### src/rtl/ram_initiator.sv
// ram_initiator: turns single READ / WRITE / FILL commands into cycles on a
// single-port RAM that has an asynchronous read path.
//
// Ports
//   clock, reset          rising-edge clock, synchronous active-high reset
//   cmd_valid/cmd_ready   command handshake; cmd_ready is high only in IDLE
//   cmd_op                00 READ, 01 WRITE, 10 FILL, 11 reserved (dropped)
//   cmd_address           start address
//   cmd_data              write / fill value
//   cmd_count             FILL word count (0 means no write at all)
//   rsp_valid/rsp_ready   read response handshake
//   rsp_data              read result, held stable until the handshake
//   busy                  high whenever the engine is not in IDLE
//   ram_write_enable      registered RAM write strobe
//   ram_address           registered RAM address
//   ram_data_in           registered RAM write data
//   ram_data_out          RAM read data, sampled one cycle after the address
module ram_initiator #(
  parameter int unsigned addr_bits  = 16,
  parameter int unsigned data_bits  = 8,
  parameter int unsigned count_bits = 16
) (
  input  logic                  clock,
  input  logic                  reset,
  input  logic                  cmd_valid,
  output logic                  cmd_ready,
  input  logic [1:0]            cmd_op,
  input  logic [addr_bits-1:0]  cmd_address,
  input  logic [data_bits-1:0]  cmd_data,
  input  logic [count_bits-1:0] cmd_count,
  output logic                  rsp_valid,
  input  logic                  rsp_ready,
  output logic [data_bits-1:0]  rsp_data,
  output logic                  busy,
  output logic                  ram_write_enable,
  output logic [addr_bits-1:0]  ram_address,
  output logic [data_bits-1:0]  ram_data_in,
  input  logic [data_bits-1:0]  ram_data_out
);

  localparam logic [2:0] StIdle  = 3'd0;
  localparam logic [2:0] StWrite = 3'd1;
  localparam logic [2:0] StRead  = 3'd2;
  localparam logic [2:0] StRsp   = 3'd3;
  localparam logic [2:0] StFill  = 3'd4;

  localparam logic [1:0] OpRead  = 2'b00;
  localparam logic [1:0] OpWrite = 2'b01;
  localparam logic [1:0] OpFill  = 2'b10;

  logic [2:0]            state_q, state_d;
  logic                  we_q, we_d;
  logic [addr_bits-1:0]  addr_q, addr_d;
  logic [data_bits-1:0]  wdata_q, wdata_d;
  logic [count_bits-1:0] count_q, count_d;
  logic                  rsp_valid_q, rsp_valid_d;
  logic [data_bits-1:0]  rsp_data_q, rsp_data_d;
  logic                  cmd_accept;

  // Ready is masked by reset so nothing can be accepted on a reset edge.
  assign cmd_ready  = (state_q == StIdle) && !reset;
  assign cmd_accept = cmd_valid && cmd_ready;

  always_comb begin
    state_d     = state_q;
    we_d        = we_q;
    addr_d      = addr_q;
    wdata_d     = wdata_q;
    count_d     = count_q;
    rsp_valid_d = rsp_valid_q;
    rsp_data_d  = rsp_data_q;

    case (state_q)
      StIdle: begin
        if (cmd_accept) begin
          case (cmd_op)
            OpRead: begin
              addr_d  = cmd_address;
              wdata_d = cmd_data;
              state_d = StRead;
            end
            OpWrite: begin
              addr_d  = cmd_address;
              wdata_d = cmd_data;
              we_d    = 1'b1;
              state_d = StWrite;
            end
            OpFill: begin
              addr_d  = cmd_address;
              wdata_d = cmd_data;
              // A zero-length fill only updates the address/data registers.
              if (cmd_count != '0) begin
                we_d    = 1'b1;
                count_d = cmd_count;
                state_d = StFill;
              end
            end
            default: ; // reserved op: accepted and dropped
          endcase
        end
      end

      StWrite: begin
        we_d    = 1'b0;
        state_d = StIdle;
      end

      StRead: begin
        rsp_data_d  = ram_data_out;
        rsp_valid_d = 1'b1;
        state_d     = StRsp;
      end

      StRsp: begin
        if (rsp_ready) begin
          rsp_valid_d = 1'b0;
          state_d     = StIdle;
        end
      end

      StFill: begin
        // count_q is the number of writes still to go, including this cycle.
        if (count_q == count_bits'(1)) begin
          we_d    = 1'b0;
          state_d = StIdle;
        end else begin
          addr_d  = addr_q + addr_bits'(1);
          count_d = count_q - count_bits'(1);
        end
      end

      default: begin
        we_d    = 1'b0;
        state_d = StIdle;
      end
    endcase
  end

  always_ff @(posedge clock) begin
    if (reset) begin
      state_q     <= StIdle;
      we_q        <= 1'b0;
      addr_q      <= '0;
      wdata_q     <= '0;
      count_q     <= '0;
      rsp_valid_q <= 1'b0;
      rsp_data_q  <= '0;
    end else begin
      state_q     <= state_d;
      we_q        <= we_d;
      addr_q      <= addr_d;
      wdata_q     <= wdata_d;
      count_q     <= count_d;
      rsp_valid_q <= rsp_valid_d;
      rsp_data_q  <= rsp_data_d;
    end
  end

  assign busy             = (state_q != StIdle);
  assign rsp_valid        = rsp_valid_q;
  assign rsp_data         = rsp_data_q;
  assign ram_write_enable = we_q;
  assign ram_address      = addr_q;
  assign ram_data_in      = wdata_q;

endmodule

### config.mk
export PLATFORM = sky130hd
export DESIGN_NAME = ram_initiator
export DESIGN_NICKNAME = d
export VERILOG_FILES = /design/src/rtl/ram_initiator.sv
export SDC_FILE = /design/constraint.sdc
export NUM_CORES = 1
export LEC_CHECK = 0
export ABC_AREA = 1
export CORE_MARGIN = 3
export CORE_UTILIZATION = 49
export DETAILED_ROUTE_END_ITERATION = 8
export PLACE_DENSITY = 0.81
export SKIP_CTS_REPAIR_TIMING = 1
export SLEW_MARGIN = 20
export SYNTH_ARGS = -nofsm -noshare
export SYNTH_HDL_FRONTEND = slang
export SYNTH_SLANG_ARGS = --single-unit
### constraint.sdc
create_clock -name clock -period 1.95 [get_ports clock]
set_input_delay 0.4875 -clock clock [delete_from_list [all_inputs] [get_ports clock]]
set_output_delay 0.4875 -clock clock [all_outputs]
set_load 0.03 [all_outputs]
==> results.ini, run 1 <==
[floorplan]
core_area_mm2=0.006495
dieWidth_um=88.96
num_rows=29
ios=90
start_util_pct=51.92
die_area_mm2=0.007913
die_h_um=88.96

[finish]
synthToLayoutAreaGrowth_pct=38.52
fin_cells=725
n_antenna_cell=0
nets=710
drive_gt1_share_pct=13.12

[setup_path]
end_kind=output port
max_stage_delay_ns=0.70
critical_path_arrival_ns=1.40
worstPathRequired_ns=1.46
cpMaxStageDelayCell=clkdlybuf4s50_1
start_kind=flop
cp_num_buf_inv=1
path_max_fanout=4
worstPathCellList=clkdlybuf4s50_1
critical_path.top_delay_family=buffers and inverters
crit_type=flop to output port

[sta]
drv_slew=0
hold_viol=0
timing.final.ws_setup_ns=0.06543
clock_skew_ns=0.01322
rsz0062_at_grt=no
tightest_slew_ns=0.3865
setup_viol=0
max_slew_margin_pct=74.14
period_needed_ns=1.885
period_share_pct=96.64
max_clock_freq_ghz=0.5306

[logic_synthesis]
syn-num-nets=599
postSynthCellCount=537
ys_ff_latch=53
synthesis.area_mm2=0.003372
seq_area_frac_synth_pct=31.47
yosysWarnings=0
syn_avg_cell_area_um2=6.279
ys_types=36

[global_route]
grt_pass1_wl_mm=15.24
grt_pass1_vias=3541
grt-ovfl-total=0
grt_max_degree=36
gr-usage-all-layers_pct=23.84
antenna_found_initial=0

[detailed_routing]
dr.first_iter.drc_count=191
routed_wl_mm=9.320
vias=3793
drc=0
avgRoutedWirePerCell_um=12.86
vias_per_cell=5.232
ant_nets=0
dr.pass1.iters=5

[place]
hpwl_mm=6.994
port_buffers=89
dp_slack_ns=-0.2891
placed_cells=717
gp_congestion=0.9176

[cts]
clockRootBuffer=clkbuf_8
clk_path_buf_depth=2
path_clk_slew_ns=0.09
htree_levels=2
clock_sink_count=53
cts_tree=done
clock_latency_ns=0.31
cts_inserted_buffers=5

[power]
ir_drop_mv=0.4104
power.leakage_nw=2.250
cellPowerDensity_mw_per_mm2=722.0

[run_status]
status=complete, no violations

[worst_hold_path]
hold_path_class=flop to flop

[flow_run]
drv_cap=0

-- power by group --
| part | total [mW] | switching (mW) | internal, mW |
|---|---|---|---|
| Clock | 0.756 | 0.382 | 0.374 |
| Combinational | 1.32 | 0.762 | 0.553 |
| Sequential | 1.30 | 0.113 | 1.19 |
| Total | 3.37 | 1.26 | 2.11 |
-- synth_stat cells (all sizes together) --
library cell	count	area (um^2)
or2	6	37.54
dfxtp	53	1061
clkinv	1	3.750
o31ai	1	12.51
a21oi	18	127.6
nand2	136	548.0
clkbuf	7	26.28
xor2	3	26.28
nand4	12	75.07
nor3	1	5.000
inv	42	162.7
nor3b	1	7.510
a31oi	1	6.260
ha	8	100.1
o21bai	2	15.01
buf	10	83.82
o21ai	48	240.2
nor2	144	575.6
nand3	38	217.7
xnor2	3	26.28
nand3b	1	7.510
and2	1	6.260
-- worst reg2reg max path: stages, from the launching register on --
cell and delay [ns]:
dfxtp_1 0.36, nor2_4 0.14, buf_4 0.16, nand2_4 0.13, inv_6 0.17, nand3_4 0.11
nand3_2 0.12, inv_1 0.11, buf_4 0.17, o21ai_0 0.15, nor2_1 0.05
-- final cells by class --
class	count	area, um^2
multi-input cells	424	2048
fillers	545	1824
repair buffers	121	1192
flip-flops and latches	53	1061
inverters	43	168.9
well taps	77	96.34
clock buffers	5	68.82
clock inverters	2	35.03
-- routing by layer --
metal  global-route usage (%)  wire length, um  vias up
li1                         -                -     1928
met1                    30.16             4132     1718
met2                    39.81             4287      137
met3                    7.373              802       10
met4                    5.819               97        0
met5                        0                0        -
-- sequential cells by signal, summed over array words and instances, names as in the netlist --
name / cells
count_q: 16
ram_data_in: 8
ram_write_enable: 1
rsp_valid: 1
state_q: 3
ram_address: 16
rsp_data: 8
-- kinds of logic after synthesis --
family | share of synthesized area (%)
AO/OA/AOI/OAI | 11.91
XOR/XNOR | 1.559
adder cells (fa/ha/maj) | 2.969
buffers and inverters | 8.200
flip-flops | 31.47
AND/OR/NAND/NOR | 43.90
-- per-stage QoR --
stage / power (mW) / instance area [um^2] / utilization [%] / hold WS, ns / setup TNS [ns]
after floorplan: 2.151 / 3372 / - / 0.4835 / 0
after global placement: 2.580 / 4492 / 69.16 / 0.4630 / -5.590
after detailed placement: 2.617 / 4492 / 69.16 / 0.4684 / -7.820
after CTS: 3.364 / 4596 / 70.76 / 0.4787 / -0.3028
after global routing: 3.578 / 4671 / 71.91 / 0.5188 / 0
final: 3.372 / 4671 / 71.91 / 0.4764 / 0
-- path summary, 6_finish.rpt --
path,from,slack (ns),cells after the start,endpoint
max reg2reg,state_q[0],0.19,10,ram_address[6]
max,ram_address[1],0.07,1,ram_address[1]
min reg2reg,rsp_valid,0.48,2,rsp_valid
min,rsp_valid,0.48,2,rsp_valid
-- placed cells by master, fill, tap and decap left out, types with 12 or more instances in the layout --
| cell | n |
|---|---|
| nand2_1 | 125 |
| inv_1 | 38 |
| dlymetal6s2s_1 | 16 |
| dfxtp_1 | 53 |
| clkdlybuf4s50_1 | 72 |
| o21ai_0 | 39 |
| nor2_1 | 135 |
| nand4_1 | 12 |
| nand3_1 | 34 |
| buf_4 | 29 |
Note: power is estimated with default switching activity, not from simulation.
==> run 2: changes to the inputs <==
--- a/config.mk
+++ b/config.mk
@@ -5,9 +5,8 @@
 export SDC_FILE = /design/constraint.sdc
 export NUM_CORES = 1
 export LEC_CHECK = 0
-export ABC_AREA = 1
 export CORE_MARGIN = 3
-export CORE_UTILIZATION = 49
+export CORE_UTILIZATION = 48
 export DETAILED_ROUTE_END_ITERATION = 8
 export PLACE_DENSITY = 0.81
 export SKIP_CTS_REPAIR_TIMING = 1
==> results.ini, run 2 <==
[sta]
clock_skew_ns=0.006570
max_clock_freq_ghz=0.5047
timing.final.ws_setup_ns=-0.03153
tightest_slew_ns=0.6237
rsz0062_at_grt=yes
setup_viol=11
max_slew_margin_pct=58.38
hold_viol=0
period_needed_ns=1.982
setup_tns_ns=-0.2004
drv_slew=0
period_share_pct=101.6

[logic_synthesis]
synthArstFlopShare_pct=0
synth-xor-area-share_pct=0
synth_flop_cell=dfxtp_1
synth_top_family_by_area=compound AO/OA/AOI/OAI gates
seq_area_frac_synth_pct=33.83
synth_compound_area_share_pct=31.39
postSynthCellCount=397
synth_edf_count=0
syn_avg_cell_area_um2=7.901
synth_simple_gate_area_share_pct=25.41
ys_top_cells_by_area=dfxtp_1 34%, a21oi_1 7.3%, nand2_1 5.9%, o311ai_0 5.0%, o31ai_1 4.3%
synth_fa_ha_area_share_pct=3.191
ys_ff_latch=53
yosys.area.top_type_share_pct=33.83
yosysWarnings=0
yosysMostFrequentCell=dfxtp_1
syn-num-nets=459
yosys.area.top_type=dfxtp_1
synth_mux_area_share_pct=0.3191
synthesis.area_mm2=0.003137
ys_types=58
synthTopCellsByCount=53 x dfxtp_1, 49 x nand2_1, 46 x a21oi_1

[cts]
cts_inserted_buffers=5
clock_latency_ns=0.32
clk_path_buf_depth=2
cts_tree=done
clockRootBuffer=clkbuf_8
path_clk_slew_ns=0.10
htree_levels=2
clock_sink_count=53

[detailed_routing]
vias_per_cell=6.212
routed_wl_mm=10.65
drc=0
dr.pass1.iters=5
dr.first_iter.drc_count=297
vias=3727
ant_nets=0
avgRoutedWirePerCell_um=17.75

[floorplan]
dieWidth_um=86.84
ios=90
num_rows=28
start_util_pct=51.16
die_area_mm2=0.007541
core_area_mm2=0.006131
die_h_um=86.84

[finish]
nets=586
synthToLayoutAreaGrowth_pct=52.77
drive_gt1_share_pct=20.57
nFillCells=439
mostFrequentLayoutCells=65 x clkdlybuf4s50_1, 52 x buf_4, 49 x nand2_1, 47 x dfxtp_1, 46 x a21oi_1
fin_cells=600
mostFrequentLayoutCell=clkdlybuf4s50_1
n_antenna_cell=0

[worst_hold_path]
hold_start=ram_data_in[6]
hold_path_class=flop to flop
hold_path_end=ram_data_in[6]
hold-path-cell-count=2

[place]
port_buffers=89
hpwl_mm=7.128
gp_congestion=0.8763
placed_cells=585

[power]
ir_drop_mv=0.4697
cellPowerDensity_mw_per_mm2=654.0
power.leakage_nw=2.048

[setup_path]
r2r_cells=6
path_max_fanout=4
worstPathRequired_ns=2.17
critical_path_arrival_ns=2.20
r2r_end=ram_address[0]
r2r-start=count_q[12]
end_kind=flop
crit_type=input port to flop
start_kind=input port
regToRegSetupSlack_ns=-0.03

[flow_run]
drv_cap=0

[global_route]
grt_max_degree=73
grt_pass1_wl_mm=16.04
grt-ovfl-total=0
gr-usage-all-layers_pct=26.19
antenna_found_initial=0
grt_pass1_vias=3483

[run_status]
status=finished with violations
violations=setup timing

run 2: changes by cell type after synthesis, moves of 8 or more:
| cell | change |
|---|---|
| a21oi_1 | +38 |
| a21oi_2 | -10 |
| a31oi_1 | +9 |
| clkbuf_1 | +12 |
| inv_1 | -25 |
| nand2_1 | -76 |
| nand2_2 | -8 |
| nand3_1 | -18 |
| nor2_1 | -105 |
| nor3_1 | +13 |
| o21ai_0 | -32 |
| o21ai_1 | -8 |
| o311ai_0 | +18 |
| o31ai_1 | +18 |
run 2: final cells by class:
| class | instances | area [um^2] | share of cell area [%] |
|---|---|---|---|
| multi-input combinational | 302 | 1999 | 41.72 |
| timing repair buffer | 149 | 1466 | 30.60 |
| sequential | 53 | 1069 | 22.30 |
| tap | 75 | 93.84 | 1.958 |
| clock buffer | 5 | 68.82 | 1.436 |
| inverter | 13 | 48.80 | 1.018 |
| clock inverter | 3 | 46.29 | 0.9661 |
run 2: how the worst max path moves through the flow:
stage | from | end | slack, ns
2_1_floorplan | reset | ram_address[13] | 0.03
3_3_place_gp | cmd_op[0] | ram_address[6] | -0.46
3_5_place_dp | cmd_op[1] | ram_address[6] | -0.49
4_1_cts | state_q[2] | busy | -0.36
5_1_grt | count_q[12] | ram_address[0] | -0.12
6_report | cmd_count[5] | count_q[0] | -0.03
run 2: power by group:
part           total [mW]  switching [mW]  leakage, nW  internal, mW
clock               0.792           0.407       0.0543         0.385
sequential           1.25          0.0870        0.435          1.16
combinational        1.09           0.590         1.56         0.503
run 2: kinds of logic after synthesis:
group	Yosys count
adder cells (fa/ha/maj)	8
buffers and inverters	42
AO/OA/AOI/OAI	139
multiplexers	1
flip-flops	53
AND/OR/NAND/NOR	154
run 2: worst max-delay path, cell delays in order:
cell and delay (ns):
clkdlybuf4s50_1 0.43, nor4_1 0.33, and4_1 0.33, o21a_1 0.20, buf_4 0.15, nor3_1 0.05, o221a_1 0.22
run 2: per-stage QoR:
step / cell area, um^2 / util [%] / hold slack (ns) / setup slack [ns] / power (mW)
global placement: 4419 / 72.08 / 0.4417 / -0.4565 / 2.240
floorplan: 3142 / - / 0.4509 / 0.02981 / 1.812
finish: 4792 / 78.16 / 0.4629 / -0.03153 / 3.134
global route: 4792 / 78.16 / 0.4921 / -0.1162 / 3.273
detailed placement: 4419 / 72.08 / 0.4496 / -0.4926 / 2.259
CTS: 4534 / 73.96 / 0.4637 / -0.3616 / 3.039
run 2: routing by layer:
metal / routed length [um] / track usage [%] / up-vias / part of all wire [%]
met2: 5301 / 43.82 / 185 / 50
met3: 750 / 4.848 / 20 / 7.0
met5: 0 / 0 / - / 0
met4: 196 / 8.215 / 0 / 1.8
li1: - / - / 1769 / -
met1: 4397 / 34.00 / 1753 / 41
==> run 3: changes to the inputs <==
--- a/config.mk
+++ b/config.mk
@@ -6,9 +6,9 @@
 export NUM_CORES = 1
 export LEC_CHECK = 0
 export CORE_MARGIN = 3
-export CORE_UTILIZATION = 48
+export CORE_UTILIZATION = 43
 export DETAILED_ROUTE_END_ITERATION = 8
-export PLACE_DENSITY = 0.81
+export PLACE_DENSITY = 0.76
 export SKIP_CTS_REPAIR_TIMING = 1
 export SLEW_MARGIN = 20
 export SYNTH_ARGS = -nofsm -noshare
==> constraint.sdc (replaced) <==
create_clock -name clock -period 1.7 [get_ports clock]
set_input_delay 0.425 -clock clock [delete_from_list [all_inputs] [get_ports clock]]
set_output_delay 0.425 -clock clock [all_outputs]
set_load 0.03 [all_outputs]
==> results.ini, run 3 (synthesis results as in run 2) <==
[run_status]
status=finished with violations
violations=setup timing

[floorplan]
die_area_mm2=0.008356
ios=90
num_rows=30
core_area_mm2=0.006944
die_h_um=91.41
dieWidth_um=91.41
start_util_pct=45.17

[detailed_routing]
avgRoutedWirePerCell_um=17.97
dr.first_iter.drc_count=266
ant_nets=0
vias=3873
drc=0
routed_wl_mm=11.75
vias_per_cell=5.922
dr.pass1.iters=5

[setup_path]
start_kind=flop
end_kind=flop
cp_num_buf_inv=2
cpMaxStageDelayCell=or4_4
path_max_fanout=8
max_stage_delay_ns=0.45
critical_path.top_delay_family=simple AND/OR/NAND/NOR gates
critical_path_arrival_ns=2.15
worstPathRequired_ns=1.88
worstPathCellList=or3_4, or4_4, o21ai_4, buf_12, clkbuf_16, a211o_1, a21oi_1
crit_type=flop to flop

[global_route]
antenna_found_initial=0
grt-ovfl-total=0
grt_pass1_vias=3634
grt_max_degree=51
grt_pass1_wl_mm=17.22
gr-usage-all-layers_pct=24.57

[power]
ir_drop_mv=0.3779
internal_power_mw=2.329
power.leakage_nw=2.689
share_comb_of_total_power_pct=40.9
switching_share_pct=35.85
pwr-share-seq_pct=39.1
p_switching_mw=1.301
clkPwrFrac_pct=19.9
cellPowerDensity_mw_per_mm2=682.0

[finish]
drive_gt1_share_pct=29.57
mostFrequentLayoutCells=82 x buf_4, 52 x dlymetal6s2s_1, 49 x nand2_1, 44 x a21oi_1, 43 x dfxtp_1
fin_cells=654
n_antenna_cell=0
mostFrequentLayoutCell=buf_4
nets=619
synthToLayoutAreaGrowth_pct=69.72

[cts]
clock_latency_ns=0.32
clock_sink_count=53
cts_inserted_buffers=5
cts_tree=done
path_clk_slew_ns=0.11
htree_levels=2
clk_path_buf_depth=2
clockRootBuffer=clkbuf_8

[sta]
max_slew_margin_pct=59.35
rsz0062_at_grt=yes
drv_slew=0
clock_skew_ns=0.01546
timing.final.ws_setup_ns=-0.2724
max_clock_freq_ghz=0.5070
hold_viol=0
setup_tns_ns=-7.781
setup_viol=37
period_share_pct=116.0
period_needed_ns=1.972
tightest_slew_ns=0.6098

[place]
gp_congestion=0.8841
placed_cells=638
port_buffers=89
hpwl_mm=7.595
dp_slack_ns=-0.8267

[flow_run]
drv_cap=0

[worst_hold_path]
hold_path_class=flop to flop

## run 3: cell types whose count changed in the layout (fill, tap and decap cells not counted), moves of 3 or more
cell / delta
clkdlybuf4s50_1: -31
buf_4: +30
dlymetal6s2s_1: +30
o311ai_1: -7
o311ai_2: +5
dfxtp_1: -4
nor2_2: -3
nor4_1: -3
## run 3: stage by stage
step / hold WS [ns] / util, % / instance area (um^2) / total power [mW]
finish: 0.4556 / 76.67 / 5324 / 3.631
global route: 0.4772 / 76.67 / 5324 / 3.810
global placement: 0.4414 / 68.09 / 4728 / 2.713
floorplan: 0.4457 / - / 3189 / 2.096
CTS: 0.4616 / 69.33 / 4815 / 3.456
detailed placement: 0.4478 / 68.09 / 4728 / 2.741
## run 3: worst register-to-register path, stage by stage (launching register included)
cell and delay [ns]:
dfxtp_2 0.34, or3_4 0.37, or4_4 0.45, o21ai_4 0.21
buf_12 0.15, clkbuf_16 0.16, a211o_1 0.11, a21oi_1 0.06
## run 3: power by group through the flow
| stage | logic, mW | registers [mW] | clock network [mW] |
|---|---|---|---|
| after detailed placement | 1.30 | 1.44 | 0 |
| after CTS | 1.31 | 1.42 | 0.734 |
| final | 1.49 | 1.42 | 0.723 |
| after global routing | 1.58 | 1.43 | 0.799 |
| after global placement | 1.27 | 1.44 | 0 |
| after floorplan | 0.546 | 1.55 | 0 |
## run 3: cell type report
class | instances | area, um^2
clock buffers | 5 | 68.82
clock inverters | 3 | 17.52
fillers | 484 | 1620
inverters | 13 | 48.80
multi-input cells | 302 | 2173
flip-flops and latches | 53 | 1079
well taps | 96 | 120.1
repair buffers | 182 | 1817
## run 3: final timing paths
path                                  start          end  slack [ns]  cells after the start
worst max-delay path            count_q[13]  count_q[10]       -0.27                      7
worst min-delay path            rsp_data[7]  rsp_data[7]        0.46                      2
worst max register to register  count_q[13]  count_q[10]       -0.27                      7
worst min register to register  rsp_data[7]  rsp_data[7]        0.46                      2
## run 3: metal layers
metal	track usage [%]	part of all wire, %
met5	0	0
met4	6.910	2.3
met3	3.645	7.4
met2	41.33	50
met1	32.52	40
